<file path="config.mk">
export PLATFORM = sky130hd
export DESIGN_NAME = control_state_reg
export DESIGN_NICKNAME = d
export VERILOG_FILES = /design/src/rtl/control_state_reg.sv
export SDC_FILE = /design/constraint.sdc
export NUM_CORES = 1
export LEC_CHECK = 0
export CAP_MARGIN = 25
export CORE_AREA = 2 2 86 88
export DETAILED_ROUTE_END_ITERATION = 10
export DIE_AREA = 0 0 88 90
export SLEW_MARGIN = 10
export SYNTH_ARGS = -nofsm -noshare
export SYNTH_HDL_FRONTEND = slang
export SYNTH_SLANG_ARGS = --single-unit
</file>
<file path="constraint.sdc">
create_clock -name clk -period 3.6 [get_ports clk]
set_input_delay 1.08 -clock clk [delete_from_list [all_inputs] [get_ports clk]]
set_output_delay 1.08 -clock clk [all_outputs]
set_load 0.01 [all_outputs]
</file>
<file path="src/rtl/control_state_reg.sv">
// Microsequencer state register with instruction register, status flags,
// fetch stall handling, halt-at-boundary parking and a retired-instruction
// counter. The next microstate comes from an external decoder and is
// registered unfiltered whenever the core is allowed to advance.
module control_state_reg (
  input  logic        clk,
  input  logic        reset,
  input  logic [7:0]  next_state,
  input  logic [15:0] instr_in,
  input  logic        mem_ready,
  input  logic [3:0]  flags_in,
  input  logic        flags_we,
  input  logic        halt,
  output logic [7:0]  state,
  output logic [15:0] instr,
  output logic [3:0]  status_reg,
  output logic        fetch,
  output logic        halted,
  output logic [15:0] instr_count
);

  // Microstates the block itself needs to recognise; all others pass through.
  localparam logic [7:0] S_IDLE  = 8'h00;
  localparam logic [7:0] S_FETCH = 8'h0F;
  localparam logic [7:0] S_LOAD  = 8'h01;

  logic [7:0]  state_q,       state_d;
  logic [15:0] instr_q,       instr_d;
  logic [3:0]  status_q,      status_d;
  logic [15:0] instr_count_q, instr_count_d;
  logic        halted_q,      halted_d;

  logic hold_idle;
  logic advance;
  logic retire;

  // Memory is only being talked to in the fetch and load microstates.
  always_comb begin
    fetch = (state_q == S_FETCH) || (state_q == S_LOAD);
  end

  // Halt only takes effect at the instruction boundary (idle); a memory
  // wait stalls only while a fetch is outstanding, so mem_ready is a
  // don't-care everywhere else.
  assign hold_idle = (state_q == S_IDLE) && halt;
  assign advance   = (!fetch || mem_ready) && !hold_idle;
  // An instruction retires on the edge that returns a busy core to idle.
  assign retire    = advance && (state_q != S_IDLE) && (next_state == S_IDLE);

  // Next-state logic: every register holds unless the core advances.
  always_comb begin
    state_d       = state_q;
    instr_d       = instr_q;
    status_d      = status_q;
    instr_count_d = instr_count_q;
    halted_d      = hold_idle;
    if (advance) begin
      state_d = next_state;
      if (state_q == S_LOAD) begin
        instr_d = instr_in;
      end
      // Flag writes during a stall or while parked are dropped on purpose.
      if (flags_we) begin
        status_d = flags_in;
      end
      if (retire) begin
        instr_count_d = instr_count_q + 16'd1;
      end
    end
  end

  // State registers; reset aborts any instruction in flight immediately.
  always_ff @(posedge clk or posedge reset) begin
    if (reset) begin
      state_q       <= S_IDLE;
      instr_q       <= 16'h0000;
      status_q      <= 4'h0;
      instr_count_q <= 16'h0000;
      halted_q      <= 1'b0;
    end else begin
      state_q       <= state_d;
      instr_q       <= instr_d;
      status_q      <= status_d;
      instr_count_q <= instr_count_d;
      halted_q      <= halted_d;
    end
  end

  assign state       = state_q;
  assign instr       = instr_q;
  assign status_reg  = status_q;
  assign halted      = halted_q;
  assign instr_count = instr_count_q;

endmodule
</file>
After elaboration in Yosys (flattened, before gate mapping)
Index checks and enable logic that the tools add are counted.
Storage, ports and cells
  bits of input ports: 33
  register bits after elaboration: 45
  output and inout bits: 46
  logic and storage cells: 22
Cells by class
  add/subtract/negate cells: 1
  reduce and logical (&&, ||, !) cells: 14
  eq/ne operators: 2
Operators with widths (number)
  $add 16x1->16 const B: 1
  $logic_not 8->1: 2
  $eq 8x1->1 const B: 1
  $eq 8x4->1 const B: 1
  $reduce_bool 8->1: 1
  $reduce_and 2->1: 3
  $logic_and 1x1->1: 4
  $logic_not 1->1: 2
  $logic_or 1x1->1: 2

Depth between registers and ports, before layout
  word-level depth: 8
  mapped depth: 5
  mapped depth without buffers: 5

Least setup slack after synthesis
OpenSTA, ideal clock, no wires.
  kind: reg-to-output
  start point: register state_q[4], in the netlist state[4]
  end point: output fetch
  arrival: 1.388 ns
  stages on the path, launching flop included: 5
  data required time: 2.520 ns
  path buffers: 1
  slack: 1.132 ns
  cell sequence: dfrtp_1 -> or4_4 -> buf_6 -> a21oi_1 -> and2_1
Between the ends
  cells in the longest elaborated chain, start to end: 2
  elaborated cells on any way between the ends: 3
  classes of those cells: 2 x eq/ne; 1 x reduce/logical
RTL lines
  from (decl): RTL line 27  | logic [7:0] state_q, state_d;
  from (signal assigned): RTL line 81  | state_q <= state_d;
  $eq 8x4->1 / $eq 8x1->1 (equally long branches): RTL line 39  | fetch = (state_q == S_FETCH) || (state_q == S_LOAD);
  $logic_or 1x1->1 (*): RTL line 39
  to (decl): RTL line 17  | output logic fetch,
Every way passes the cells marked *; elsewhere a longest branch is shown, timed or not.

Worst setup path after layout
Same ends and word-level chain as after synthesis.

==> impl_metrics.tcl <==
set metrics [dict create \
    ratio_of_total_power_to_cell_area_nw_per_um2 353 \
    initial_core_util_pct 28.1 \
    setup.worst_path.start_class "flip-flop" \
    detailedPlace.worstSlack_ns 0.474 \
    numCtsBuffers 5 \
    reg2reg_depth 4 \
    finalWorstPathRequiredPeriod_ns 3.21 \
    synthToLayoutAreaGrowth_pct 51.7 \
    number_of_global_route_vias_before_repair 1462 \
    tightestPinTransition_ns 0.565 \
    timing.max_cap.violations 0 \
    power.switching_fraction_pct 21.4 \
    placed_cells_incl_taps 327 \
    hold_path.startpoint "instr_count[15]" \
    fin_crit_sh_pct 89.1 \
    setup_viol 0 \
    rsz_0062_raised_after_global_routing "no" \
    irDropWorstVdd_mv 0.183 \
    cts.clk_slew.worst_paths_ns 0.09 \
    seqPwrFrac_pct 50.8 \
    achievable-frequency_mhz 312 \
    cts_max_path_buffers 2 \
    post_layout_nonfiller_instances 336 \
    syn_area_per_cell_sq_um 13.1 \
    maximum_number_of_pins_on_one_net_before_global_route_repair 46 \
    worst_slew_margin_rel_pct 62.3 \
    timing_worst_setup_path_type "reg2out" \
    clock_skew_ns 0.00976 \
    first_iter_violations 26 \
    route.antenna.remaining_nets 0 \
    grt_antenna_before_repair 0 \
    power_frac_clock_pct 37.2 \
    finalWorstSetupSlack_ns 0.393 \
    cellInternalPower_w 0.000832 \
    grt_use_total_pct 11.4 \
    fp.dieH_um 90 \
    grt.overflow.total 0 \
    p_leak_nw 1.29 \
    r2r_end "instr[12]" \
    cts_h_tree_depth 2 \
    power.share.combinational_pct 12.0 \
    netlist-cell-type-count 30 \
    cts_hold_buf 0 \
    switching_power_w 0.000227 \
    cts_tree "yes" \
    clock_insertion_delay_worst_skew_ns 0.29 \
    detailedRoute.firstPassIterationCount 4 \
    postSynthRegisterBits 45 \
    critical_path.reg2reg.startpoint "state[4]" \
    nNetsFinal 270 \
    gp_routability_congestion 0.767 \
    hold_slack_ns 0.477 \
    ys_warn_count 0 \
    design.die.area_sq_um 7920 \
    critical_path_required_ns 2.52 \
    floorplan.core_area_sq_um 7020 \
    port_buffers 78 \
    hold-path-cell-count 1 \
    postCtsResizedCells 0 \
    mappedNetlistNets 185 \
    hold_path_end "instr_count[15]" \
    arrival_ns 2.13 \
    timing.final.max_slew_violations 0 \
    timing.critical_path.to_type "output pin" \
    via_count 1467 \
    die_w_um 88 \
    synth-seq-area-share_pct 57.0 \
    report.final.hold_viol_count 0 \
    worst-path-max-fanout 4 \
    detail_route.wl_per_cell_um 13.5 \
    placement_rows 31 \
    final_hpwl_dp_um 3280 \
    clock_tree.root_cell "sky130_fd_sc_hd__clkbuf_8" \
    fin_tns_setup_ns 0 \
    outcome "finished clean" \
    clkSinkCount 45 \
    syn_inst 151 \
    r2r_setup_slack_ns 1.63 \
    antenna-diode-count 0 \
    num_io_pins 79 \
    post_cts.repair.setup_buffers 0 \
    hold_path_class "reg2reg" \
    final_layout_size_suffix_gt1_share_pct 17.3 \
    via_cell_ratio 4.37 \
    netlist_area_before_placement_sq_um 1970 \
    routed_wl_um 4540 \
    drc_violations_left 0 \
    grt_first_pass_wirelength_um 7150 \
]
==> cells in the mapped netlist, drive strengths merged <==
master  number  area share [%]
a2111o       1            0.57
buf          2             1.6
nand2b       1            0.44
clkbuf       1            0.19
xor2         9             4.0
nor3         6             2.1
nand3b       1            0.38
nor4         7             2.2
or2          1            0.32
inv          3            0.57
nand2       10             1.9
dfrtp       45              57
ha           1            0.63
xnor2        6             2.7
nand4        4             1.3
nor2b        6             1.9
and2         1            0.32
nand3        6             1.5
nor4b        1            0.44
nor2         4            0.76
mux2        24              16
or3          1            0.32
or4          1            0.57
and3         1            0.32
a21oi        6             1.9
o21ai        2            0.51
==> kinds of logic after synthesis <==
family	after synthesis	synth area share, %
adder cells (fa/ha/maj)	1	0.634
multiplexers	24	15.6
AND/OR/NAND/NOR	51	14.8
flip-flops	45	57.0
AO/OA/AOI/OAI	9	2.98
XOR/XNOR	15	6.65
buffers and inverters	6	2.34
==> cell type report <==
cell class	count	area [sq um]
inverter	3	11.3
fill	663	4030
clock buffer	7	86.3
timing repair buffer	81	816
clock inverter	1	30.0
multi-input combinational	100	802
sequential	45	1130
tap	99	124
==> power by group through the flow <==
stage	Combinational (W)	Sequential (W)	Clock [W]
after global routing	0.000137	0.000541	0.000429
final	0.000127	0.000538	0.000394
after floorplan	0.0000353	0.000555	0
after CTS	0.000127	0.000538	0.000409
after detailed placement	0.000126	0.000548	0
after global placement	0.000125	0.000547	0
==> through the flow <==
stage	util (%)	power (W)	area, sq um
2_1_floorplan	-	0.000590	1970
3_3_place_gp	40.7	0.000673	2860
3_5_place_dp	40.7	0.000674	2860
4_1_cts	42.4	0.00107	2980
5_1_grt	42.7	0.00111	3000
6_report	42.7	0.00106	3000
==> routing by layer <==
metal	part of all wire (%)	global-route usage [%]
met1	48	15.3
met2	44	18.2
met3	7.4	3.21
met4	0	2.56
met5	0	0
==> cell usage in the layout, fill, tap and decap left out <==
cell type,instances
sky130_fd_sc_hd__clkbuf_8,6
sky130_fd_sc_hd__o21ai_0,2
sky130_fd_sc_hd__inv_2,1
sky130_fd_sc_hd__buf_12,1
sky130_fd_sc_hd__inv_1,2
sky130_fd_sc_hd__ha_1,1
sky130_fd_sc_hd__nor3_4,1
sky130_fd_sc_hd__nand4_1,4
sky130_fd_sc_hd__mux2_4,10
sky130_fd_sc_hd__mux2_2,14
sky130_fd_sc_hd__or4_4,1
sky130_fd_sc_hd__nand2b_2,1
sky130_fd_sc_hd__nand3_1,6
sky130_fd_sc_hd__xnor2_1,6
sky130_fd_sc_hd__clkbuf_1,1
sky130_fd_sc_hd__nand3b_1,1
sky130_fd_sc_hd__bufinv_16,1
sky130_fd_sc_hd__nor4b_1,1
sky130_fd_sc_hd__and3_1,1
sky130_fd_sc_hd__or2_2,1
sky130_fd_sc_hd__a21oi_2,2
sky130_fd_sc_hd__dfrtp_1,45
sky130_fd_sc_hd__nor2_1,4
sky130_fd_sc_hd__a2111o_1,1
sky130_fd_sc_hd__nand2_1,10
sky130_fd_sc_hd__or3_1,1
sky130_fd_sc_hd__xor2_1,9
sky130_fd_sc_hd__nor2b_1,6
sky130_fd_sc_hd__a21oi_1,4
sky130_fd_sc_hd__nor4_1,7
sky130_fd_sc_hd__clkdlybuf4s50_1,78
sky130_fd_sc_hd__buf_4,2
sky130_fd_sc_hd__and2_1,1
sky130_fd_sc_hd__nor3_1,5
==> worst max-delay path, stage by stage, from the launching register on <==
cell and delay (ns):
sky130_fd_sc_hd__dfrtp_1 0.40, sky130_fd_sc_hd__or4_4 0.59, sky130_fd_sc_hd__a21oi_1 0.17, sky130_fd_sc_hd__and2_1 0.15, sky130_fd_sc_hd__clkdlybuf4s50_1 0.53
==> worst max path at each step <==
stage | slack (ns) | endpoint | startpoint
finish | 0.39 | fetch | state[4]
global route | 0.28 | fetch | state[4]
CTS | 0.37 | fetch | state[4]
detailed placement | 0.47 | instr_count[1] | next_state[1]
global placement | 0.56 | instr_count[1] | next_state[1]
floorplan | 1.13 | fetch | state[4]
(Power assumes the default switching activity.)
